**config.mk**
```make
export PLATFORM = sky130hd
export DESIGN_NAME = pps_freq_stat
export DESIGN_NICKNAME = d
export VERILOG_FILES = /design/src/rtl/pps_freq_stat_pkg.sv /design/src/rtl/pps_freq_stat_dev_window.sv /design/src/rtl/pps_freq_stat.sv
export SDC_FILE = /design/constraint.sdc
export NUM_CORES = 1
export LEC_CHECK = 0
export BUFFER_PORTS_ARGS = -buffer_cell sky130_fd_sc_hd__buf_4
export CAP_MARGIN = 20
export CELL_PAD_IN_SITES_DETAIL_PLACEMENT = 1
export CELL_PAD_IN_SITES_GLOBAL_PLACEMENT = 1
export CORE_ASPECT_RATIO = 0.9
export CORE_MARGIN = 2
export CORE_UTILIZATION = 52
export DETAILED_ROUTE_END_ITERATION = 6
export HOLD_SLACK_MARGIN = 0.06
export PLACE_DENSITY = 0.81
export SLEW_MARGIN = 5
export SYNTH_ARGS = -nofsm -noshare
export SYNTH_HDL_FRONTEND = slang
export SYNTH_SLANG_ARGS = --single-unit
```
**constraint.sdc**
```tcl
create_clock -name i_clk -period 13.65 [get_ports i_clk]
set_input_delay 0 -clock i_clk [delete_from_list [all_inputs] [get_ports i_clk]]
set_output_delay 0 -clock i_clk [all_outputs]
set_load 0.03 [all_outputs]
```
**src/rtl/pps_freq_stat_pkg.sv**
```systemverilog
// Shared definitions for the PPS frequency statistics block: deviation width,
// saturation limits, FSM state encoding and the deviation saturation helper.
// No logic of its own; imported by pps_freq_stat and its window sub-module.
package pps_freq_stat_pkg;

  localparam int unsigned NOMINAL_DEF = 100_000_000;
  localparam int          DEV_W       = 24;

  localparam logic signed [DEV_W-1:0] DEV_MAX = 24'sh7F_FFFF;
  localparam logic signed [DEV_W-1:0] DEV_MIN = 24'sh80_0000;

  typedef enum logic [1:0] {
    UNLOCK = 2'd0,
    ACQ    = 2'd1,
    LOCK   = 2'd2
  } state_e;

  // Clamp a 29-bit signed deviation into the 24-bit signed output range.
  function automatic logic signed [DEV_W-1:0] sat_dev(input logic signed [28:0] d);
    if (d > 29'sd8388607) begin
      return DEV_MAX;
    end else if (d < -29'sd8388608) begin
      return DEV_MIN;
    end else begin
      return d[DEV_W-1:0];
    end
  endfunction

endpackage

```
**src/rtl/pps_freq_stat_dev_window.sv**
```systemverilog
// Moving-average ring: 2^AVG_LOG2 deviations with a running sum and fill count.
// Latency: sum_o/full_o reflect a push on the cycle after push_i.
// No backpressure: one push per cycle at most; clr_i wins over push_i.
module pps_freq_stat_dev_window
  import pps_freq_stat_pkg::*;
#(
  parameter int AVG_LOG2 = 3
) (
  input  logic                               i_clk,
  input  logic                               i_rst,
  input  logic                               push_i,
  input  logic signed [DEV_W-1:0]            din_i,
  input  logic                               clr_i,
  output logic signed [DEV_W+AVG_LOG2-1:0]   sum_o,
  output logic                               full_o
);

  localparam int DEPTH = 1 << AVG_LOG2;
  localparam int SUM_W = DEV_W + AVG_LOG2;

  logic signed [DEV_W-1:0] mem_q [DEPTH];
  logic [AVG_LOG2-1:0]     wptr_q;
  logic [AVG_LOG2:0]       fill_q;
  logic signed [SUM_W-1:0] sum_q, sum_d;
  logic signed [SUM_W-1:0] din_x, old_x;
  logic                    full;

  // fill_q saturates at DEPTH, so its top bit alone marks a full window.
  assign full  = fill_q[AVG_LOG2];
  assign din_x = SUM_W'(din_i);
  assign old_x = SUM_W'(mem_q[wptr_q]);

  // Running sum: once full, the entry being overwritten leaves the sum.
  always_comb begin
    sum_d = sum_q;
    if (push_i) begin
      sum_d = full ? (sum_q + din_x - old_x) : (sum_q + din_x);
    end
  end

  // Ring storage needs no reset: stale entries are never read before overwrite.
  always_ff @(posedge i_clk) begin
    if (push_i && !clr_i) begin
      mem_q[wptr_q] <= din_i;
    end
  end

  // Pointer, fill count and sum; clearing empties the window.
  always_ff @(posedge i_clk) begin
    if (i_rst || clr_i) begin
      wptr_q <= '0;
      fill_q <= '0;
      sum_q  <= '0;
    end else if (push_i) begin
      wptr_q <= wptr_q + AVG_LOG2'(1);
      if (!full) begin
        fill_q <= fill_q + (AVG_LOG2+1)'(1);
      end
      sum_q <= sum_d;
    end
  end

  assign sum_o  = sum_q;
  assign full_o = full;

endmodule

```
**src/rtl/pps_freq_stat.sv**
```systemverilog
// PPS count statistics: deviation, tolerance gate, moving average, lock FSM, miss timeout.
// Latency: i_freq_en at N -> o_valid/o_reject and updated outputs at N+2; no backpressure.
// Optional min/max trackers built only with PPS_FREQ_STAT_MINMAX_EN defined (else tied 0).
module pps_freq_stat
  import pps_freq_stat_pkg::*;
#(
  parameter int unsigned NOMINAL  = NOMINAL_DEF,
  parameter int unsigned TOL      = 1000,
  parameter int          AVG_LOG2 = 3,
  parameter int          LOCK_CNT = 4,
  parameter int unsigned TIMEOUT  = 150_000_000
) (
  input  logic                    i_clk,
  input  logic                    i_rst,
  input  logic                    i_freq_en,
  input  logic [27:0]             i_freq,
  output logic                    o_valid,
  output logic                    o_reject,
  output logic signed [DEV_W-1:0] o_dev,
  output logic signed [DEV_W-1:0] o_dev_avg,
  output logic                    o_avg_valid,
  output logic signed [DEV_W-1:0] o_dev_min,
  output logic signed [DEV_W-1:0] o_dev_max,
  output logic                    o_lock,
  output logic                    o_miss
);

  localparam int SUM_W  = DEV_W + AVG_LOG2;
  localparam int GOOD_W = $clog2(LOCK_CNT + 1);

  localparam logic signed [28:0] NOM_S   = 29'(NOMINAL);
  localparam logic signed [28:0] TOL_S   = 29'(TOL);
  localparam logic [27:0]        TMO_MAX = 28'(TIMEOUT);
  localparam logic [27:0]        TMO_PRE = 28'(TIMEOUT - 1);

  // ---------------- stage 1: deviation and window test ----------------
  logic signed [28:0]      dev_raw;
  logic                    s1_vld_q;
  logic signed [DEV_W-1:0] s1_dev_q;
  logic                    s1_win_q;

  assign dev_raw = $signed({1'b0, i_freq}) - NOM_S;

  // Capture the saturated deviation and in-window flag for each new count.
  always_ff @(posedge i_clk) begin
    if (i_rst) begin
      s1_vld_q <= 1'b0;
      s1_dev_q <= '0;
      s1_win_q <= 1'b0;
    end else begin
      s1_vld_q <= i_freq_en;
      if (i_freq_en) begin
        s1_dev_q <= sat_dev(dev_raw);
        s1_win_q <= (dev_raw <= TOL_S) && (dev_raw >= -TOL_S);
      end
    end
  end

  // ---------------- missing-PPS timeout ----------------
  logic [27:0] tmo_q;
  logic        miss_q;
  logic        tmo_hit;

  // A strobe in the reaching cycle wins, so the hit only counts without one.
  assign tmo_hit = !i_freq_en && (tmo_q == TMO_PRE);

  // Cycles since the last strobe, saturating; miss flag held until next strobe.
  always_ff @(posedge i_clk) begin
    if (i_rst) begin
      tmo_q  <= '0;
      miss_q <= 1'b0;
    end else if (i_freq_en) begin
      tmo_q  <= '0;
      miss_q <= 1'b0;
    end else begin
      if (tmo_q != TMO_MAX) begin
        tmo_q <= tmo_q + 28'd1;
      end
      if (tmo_hit) begin
        miss_q <= 1'b1;
      end
    end
  end

  // ---------------- stage 2: lock FSM ----------------
  state_e            state_q, state_d;
  logic [GOOD_W-1:0] good_q, good_d;
  logic              accept, reject, clr_win;

  // State and consecutive-good counter registers.
  always_ff @(posedge i_clk) begin
    if (i_rst) begin
      state_q <= UNLOCK;
      good_q  <= '0;
    end else begin
      state_q <= state_d;
      good_q  <= good_d;
    end
  end

  // Next state and accept/reject decision; timeout overrides any sample.
  always_comb begin
    state_d = state_q;
    good_d  = good_q;
    accept  = 1'b0;
    reject  = 1'b0;
    clr_win = 1'b0;
    if (tmo_hit) begin
      state_d = UNLOCK;
      good_d  = '0;
      clr_win = 1'b1;
    end else if (s1_vld_q) begin
      unique case (state_q)
        UNLOCK: begin
          // First interval after losing PPS is partial: drop it silently.
          state_d = ACQ;
          good_d  = '0;
        end
        ACQ: begin
          if (s1_win_q) begin
            accept = 1'b1;
            if (good_q == GOOD_W'(LOCK_CNT - 1)) begin
              state_d = LOCK;
              good_d  = GOOD_W'(LOCK_CNT);
            end else begin
              good_d = good_q + GOOD_W'(1);
            end
          end else begin
            reject = 1'b1;
            good_d = '0;
          end
        end
        LOCK: begin
          if (s1_win_q) begin
            accept = 1'b1;
          end else begin
            reject  = 1'b1;
            state_d = ACQ;
            good_d  = '0;
          end
        end
        default: begin
          state_d = UNLOCK;
          good_d  = '0;
        end
      endcase
    end
  end

  // ---------------- stage 2: outputs and window ----------------
  logic                    valid_q, reject_q;
  logic signed [DEV_W-1:0] dev_q;
  logic signed [SUM_W-1:0] win_sum;
  logic                    win_full;
  logic                    unused_sum_lsb;

  // Result pulses and last accepted deviation.
  always_ff @(posedge i_clk) begin
    if (i_rst) begin
      valid_q  <= 1'b0;
      reject_q <= 1'b0;
      dev_q    <= '0;
    end else begin
      valid_q  <= accept;
      reject_q <= reject;
      if (accept) begin
        dev_q <= s1_dev_q;
      end
    end
  end

  pps_freq_stat_dev_window #(
    .AVG_LOG2 (AVG_LOG2)
  ) u_dev_window (
    .i_clk  (i_clk),
    .i_rst  (i_rst),
    .push_i (accept),
    .din_i  (s1_dev_q),
    .clr_i  (clr_win),
    .sum_o  (win_sum),
    .full_o (win_full)
  );

  // Dropping the low bits of a two's-complement sum is a floor division.
  assign o_dev_avg      = win_sum[SUM_W-1:AVG_LOG2];
  assign unused_sum_lsb = ^win_sum[AVG_LOG2-1:0];

`ifdef PPS_FREQ_STAT_MINMAX_EN
  logic signed [DEV_W-1:0] min_q, max_q;
  logic                    seen_q;

  // Extremes since the last UNLOCK; outputs read 0 until something is accepted.
  always_ff @(posedge i_clk) begin
    if (i_rst || clr_win) begin
      min_q  <= DEV_MAX;
      max_q  <= DEV_MIN;
      seen_q <= 1'b0;
    end else if (accept) begin
      seen_q <= 1'b1;
      if (s1_dev_q < min_q) begin
        min_q <= s1_dev_q;
      end
      if (s1_dev_q > max_q) begin
        max_q <= s1_dev_q;
      end
    end
  end

  assign o_dev_min = seen_q ? min_q : '0;
  assign o_dev_max = seen_q ? max_q : '0;
`else
  assign o_dev_min = '0;
  assign o_dev_max = '0;
`endif

  assign o_valid     = valid_q;
  assign o_reject    = reject_q;
  assign o_dev       = dev_q;
  assign o_avg_valid = win_full;
  assign o_lock      = (state_q == LOCK);
  assign o_miss      = miss_q;

endmodule

```
==> summary.txt <==
Run status
  – Outcome: complete, no violations

Route
  – WL per Instance: 24.09 µm
  – Routed Antenna Nets: 0
  – Final WL: 47,210 µm
  – Vias per std cell: 6.133
  – Routed via count: 12,020
  – Initial DRC count: 856
  – Initial DRT Pass Iterations: 7
  – DRC viols: 0

Logic synthesis
  – Mux share of post-synthesis cell area: 9.828%
  – Yosys reg bits: 315
  – Sequential share of the synthesized area: 50.73%
  – Adder-Cell Fraction of Synth Area: 4.999%
  – Xor/xnor share of the synthesized area: 4.683%
  – Ys flop type: edfxtp_1
  – Post-synth EDFFs: 192
  – Netlist cell types: 95
  – Largest family of logic cells by synthesized area: simple AND/OR/NAND/NOR gates
  – Cell Area, Synth: 16,220 µm²
  – Compound-Gate Fraction of Synth Area: 11.60%
  – Post-synth ARST share: 0%
  – Cells after synthesis: 1,423
  – Yosys warnings: 0
  – Syn_area_per_cell: 11.40 µm²
  – Simple-gate share of the synthesized area: 12.77%

Finish
  – Layout cells sized above 1: 16.05%
  – ANT cells: 0
  – Fill count: 3,179
  – Register Area: 8230 µm²
  – Finished layout cell area: 18,480 µm²
  – Layout net count: 1,618
  – Layout area overhead: 13.95%
  – Area of the multi-input gates: 7350 µm²
  – Cell Count, Final, Fillers Out: 1,960

Setup path
  – R2R Setup Slk: 8.04 ns
  – FF-to-FF path depth: 18
  – Crit start category: register
  – Crit end category: register
  – Worst setup path class: register to register
  – WP data arrival: 6.00 ns
  – CP max FO: 25
  – Worst Path Required: 14.04 ns
  – Critical R2R Capture: u_dev_window.sum_o[26]
  – Setup crit end: u_dev_window.sum_o[26]

STA
  – Final period utilization: 41.08%
  – Post-Route Setup TNS: 0 ns
  – Max Transition Viols Final: 0
  – RSZ-0062 raised after global routing: false
  – Tmin final: 5.607 ns
  – FMAX: 178.4 MHz
  – Max-slew headroom: 36.23%
  – Finish-stage setup viols: 0
  – Skew final: 0.02614 ns
  – Final hold vios: 0
  – Worst-Margin Slew: 0.9543 ns

Floorplanning
  – Die area: 32,620 µm²
  – DIE HEIGHT: 171.5 µm
  – Row count: 61
  – Core Footprint: 30,830 µm²
  – Die X: 190.2 µm
  – Initial Utilization: 52.60%
  – IO Pins: 132

Clock network
  – Clk_lat worst skew: 0.54 ns
  – H-tree level count: 2
  – CTS Buf Count: 34
  – Root buffer cell: clkbuf_16
  – CTS tree: built
  – Postcts setup bufs: 0
  – Clock Sinks: 315
  – CTS max path bufs: 3
  – Clock-pin slew on the worst setup and hold paths: 0.07 ns

Placed design
  – DP Cell Count: 1,851
  – Routability Congestion: 0.8973
  – Placed cell area: 16,930 µm²
  – Input/output buffers: 83
  – Detailed Place HPWL: 30,030 µm

Pwr
  – Leak: 0.006658 µW
  – Worst VDD drop: 0.00008462 V
  – Power, Total: 2132 µW
  – Power Density: 115.4 nW/µm²

Global routing
  – Largest net degree at the start of global routing: 63
  – Vias in the first global route: 12,530
  – GR Overflow Total: 0
  – First-pass GRT wire length: 72,600 µm
  – Initial antenna violation count: 0
  – GR Util All Layers: 29.28%

Hold path
  – Hold Path Depth: 5
  – Hold/Removal Path Class: input port to register

Run
  – Max-cap violation count: 0
-- per-stage QoR --
stage / hold WS (ns) / util, % / setup slack (ns)
after floorplan: 0.1175 / - / 8.752
after global placement: 0.2690 / 54.91 / 8.398
after detailed placement: 0.2851 / 54.91 / 8.083
after CTS: 0.06742 / 59.94 / 8.050
after global routing: 0.1816 / 59.94 / 7.723
final: 0.1004 / 59.94 / 8.043
-- per-layer routing --
| metal | share of wire, % | track usage [%] | routed length (µm) | vias up |
|---|---|---|---|---|
| li1 | - | - | - | 5359 |
| met2 | 48 | 49.51 | 22630 | 511 |
| met4 | 2.1 | 9.033 | 999 | 0 |
| met3 | 6.9 | 4.020 | 3258 | 90 |
| met1 | 43 | 39.43 | 20320 | 6060 |
| met5 | 0 | 0 | 0 | - |
-- worst max-delay path, cell delays in order, from the launching register on --
cell and delay [ns]:
dfxtp_2 0.31, buf_4 0.41, buf_4 0.52, mux4_2 0.55, mux2_2 0.27, ha_1 0.24, fa_1 0.43, nor2b_1 0.28
o31ai_1 0.18, a21oi_1 0.23, o21a_1 0.20, o21a_1 0.15, o211ai_1 0.21, a211oi_2 0.30, o21a_1 0.21, o211ai_1 0.17
nor4bb_1 0.22, a2111oi_0 0.46, nand2_1 0.10
-- where the power goes --
group	internal (µW)	total (µW)	switching, µW
clock network	510	899	389
registers	1020	1050	31.1
logic	71.4	181	109
-- placed cells by master (no fill, tap or decap), types with 11 or more instances in the layout --
cell type      count
nor3_1            25
and3_1            11
mux4_2            43
conb_1            48
dfxtp_1          121
o21ai_0           38
ha_1              59
nor2_1           104
buf_4            100
xor2_1            44
a21oi_1          106
o21ai_1           17
nand2_1          141
nand4_1           13
inv_1             24
mux2i_1           38
o211ai_1          12
clkbuf_16         34
nor2b_1           15
nand2b_1          13
xnor2_1           35
dlygate4sd3_1     48
edfxtp_1         192
a21o_1            13
nand3_1           37
-- synth_stat cells (12+ instances only) --
cell | instances | area, µm²
o21ai_0 | 38 | 190.2
nor2_1 | 106 | 397.9
mux2i_1 | 38 | 380.4
xor2_1 | 44 | 385.4
inv_1 | 24 | 90.09
a21o_1 | 13 | 97.59
nor2b_1 | 15 | 93.84
dfxtp_1 | 123 | 2462
o211ai_1 | 12 | 90.09
nand2b_1 | 13 | 81.33
clkbuf_1 | 37 | 138.9
o21ai_1 | 17 | 85.08
a21oi_1 | 106 | 530.5
nand4_1 | 13 | 81.33
mux4_2 | 43 | 968.4
xnor2_1 | 35 | 306.5
nand3_1 | 37 | 185.2
buf_4 | 73 | 548.0
ha_1 | 59 | 738.2
nand2_1 | 141 | 529.3
nor3_1 | 28 | 140.1
edfxtp_1 | 192 | 5766
-- registers in the layout, indices dropped and copies added (netlist names), named ones only --
register and cells:
tmo_q 28, o_valid 1, good_q 3, u_dev_window.sum_o 27, u_dev_window.fill_q 4, s1_dev_q 24
o_dev 24, s1_vld_q 1, s1_win_q 1, state_q 2, o_reject 1, u_dev_window.wptr_q 3
o_miss 1, u_dev_window.mem_q 192
-- how the worst min path moves through the flow --
stage / from / to / slack, ns
floorplan: i_rst / s1_vld_q / 0.12
global placement: i_freq[1] / s1_dev_q[1] / 0.27
detailed placement: i_freq[5] / s1_dev_q[5] / 0.29
CTS: i_freq[26] / s1_win_q / 0.07
global route: i_freq[26] / s1_win_q / 0.18
finish: i_freq[26] / s1_win_q / 0.10
-- cell type report --
| type | count | share of cell area, % |
|---|---|---|
| Tap cell | 409 | 2.769 |
| Timing Repair Buffer | 148 | 6.661 |
| Sequential cell | 315 | 44.53 |
| Clock inverter | 15 | 0.6702 |
| Clock buffer | 46 | 5.118 |
| Inverter | 24 | 0.4874 |
| Multi-Input combinational cell | 1003 | 39.76 |
-- kinds of logic (layout without fill, tap and decap cells) --
family / Yosys count / count (layout)
AOI/OAI and AO/OA: 287 / 287
other: 1 / 48
adders and majority gates: 64 / 64
and+or+nand+nor: 428 / 428
DFF: 315 / 315
xor gates and xnor gates: 82 / 82
buffers and inverters: 152 / 233
muxes: 94 / 94
-- what timing repair did --
action | CTS | global route
hold endpoints to repair | 50 | 0
hold buffers | 48 | 0
gates resized for setup | 0 | 0
Power figures use the tool's default switching activity.
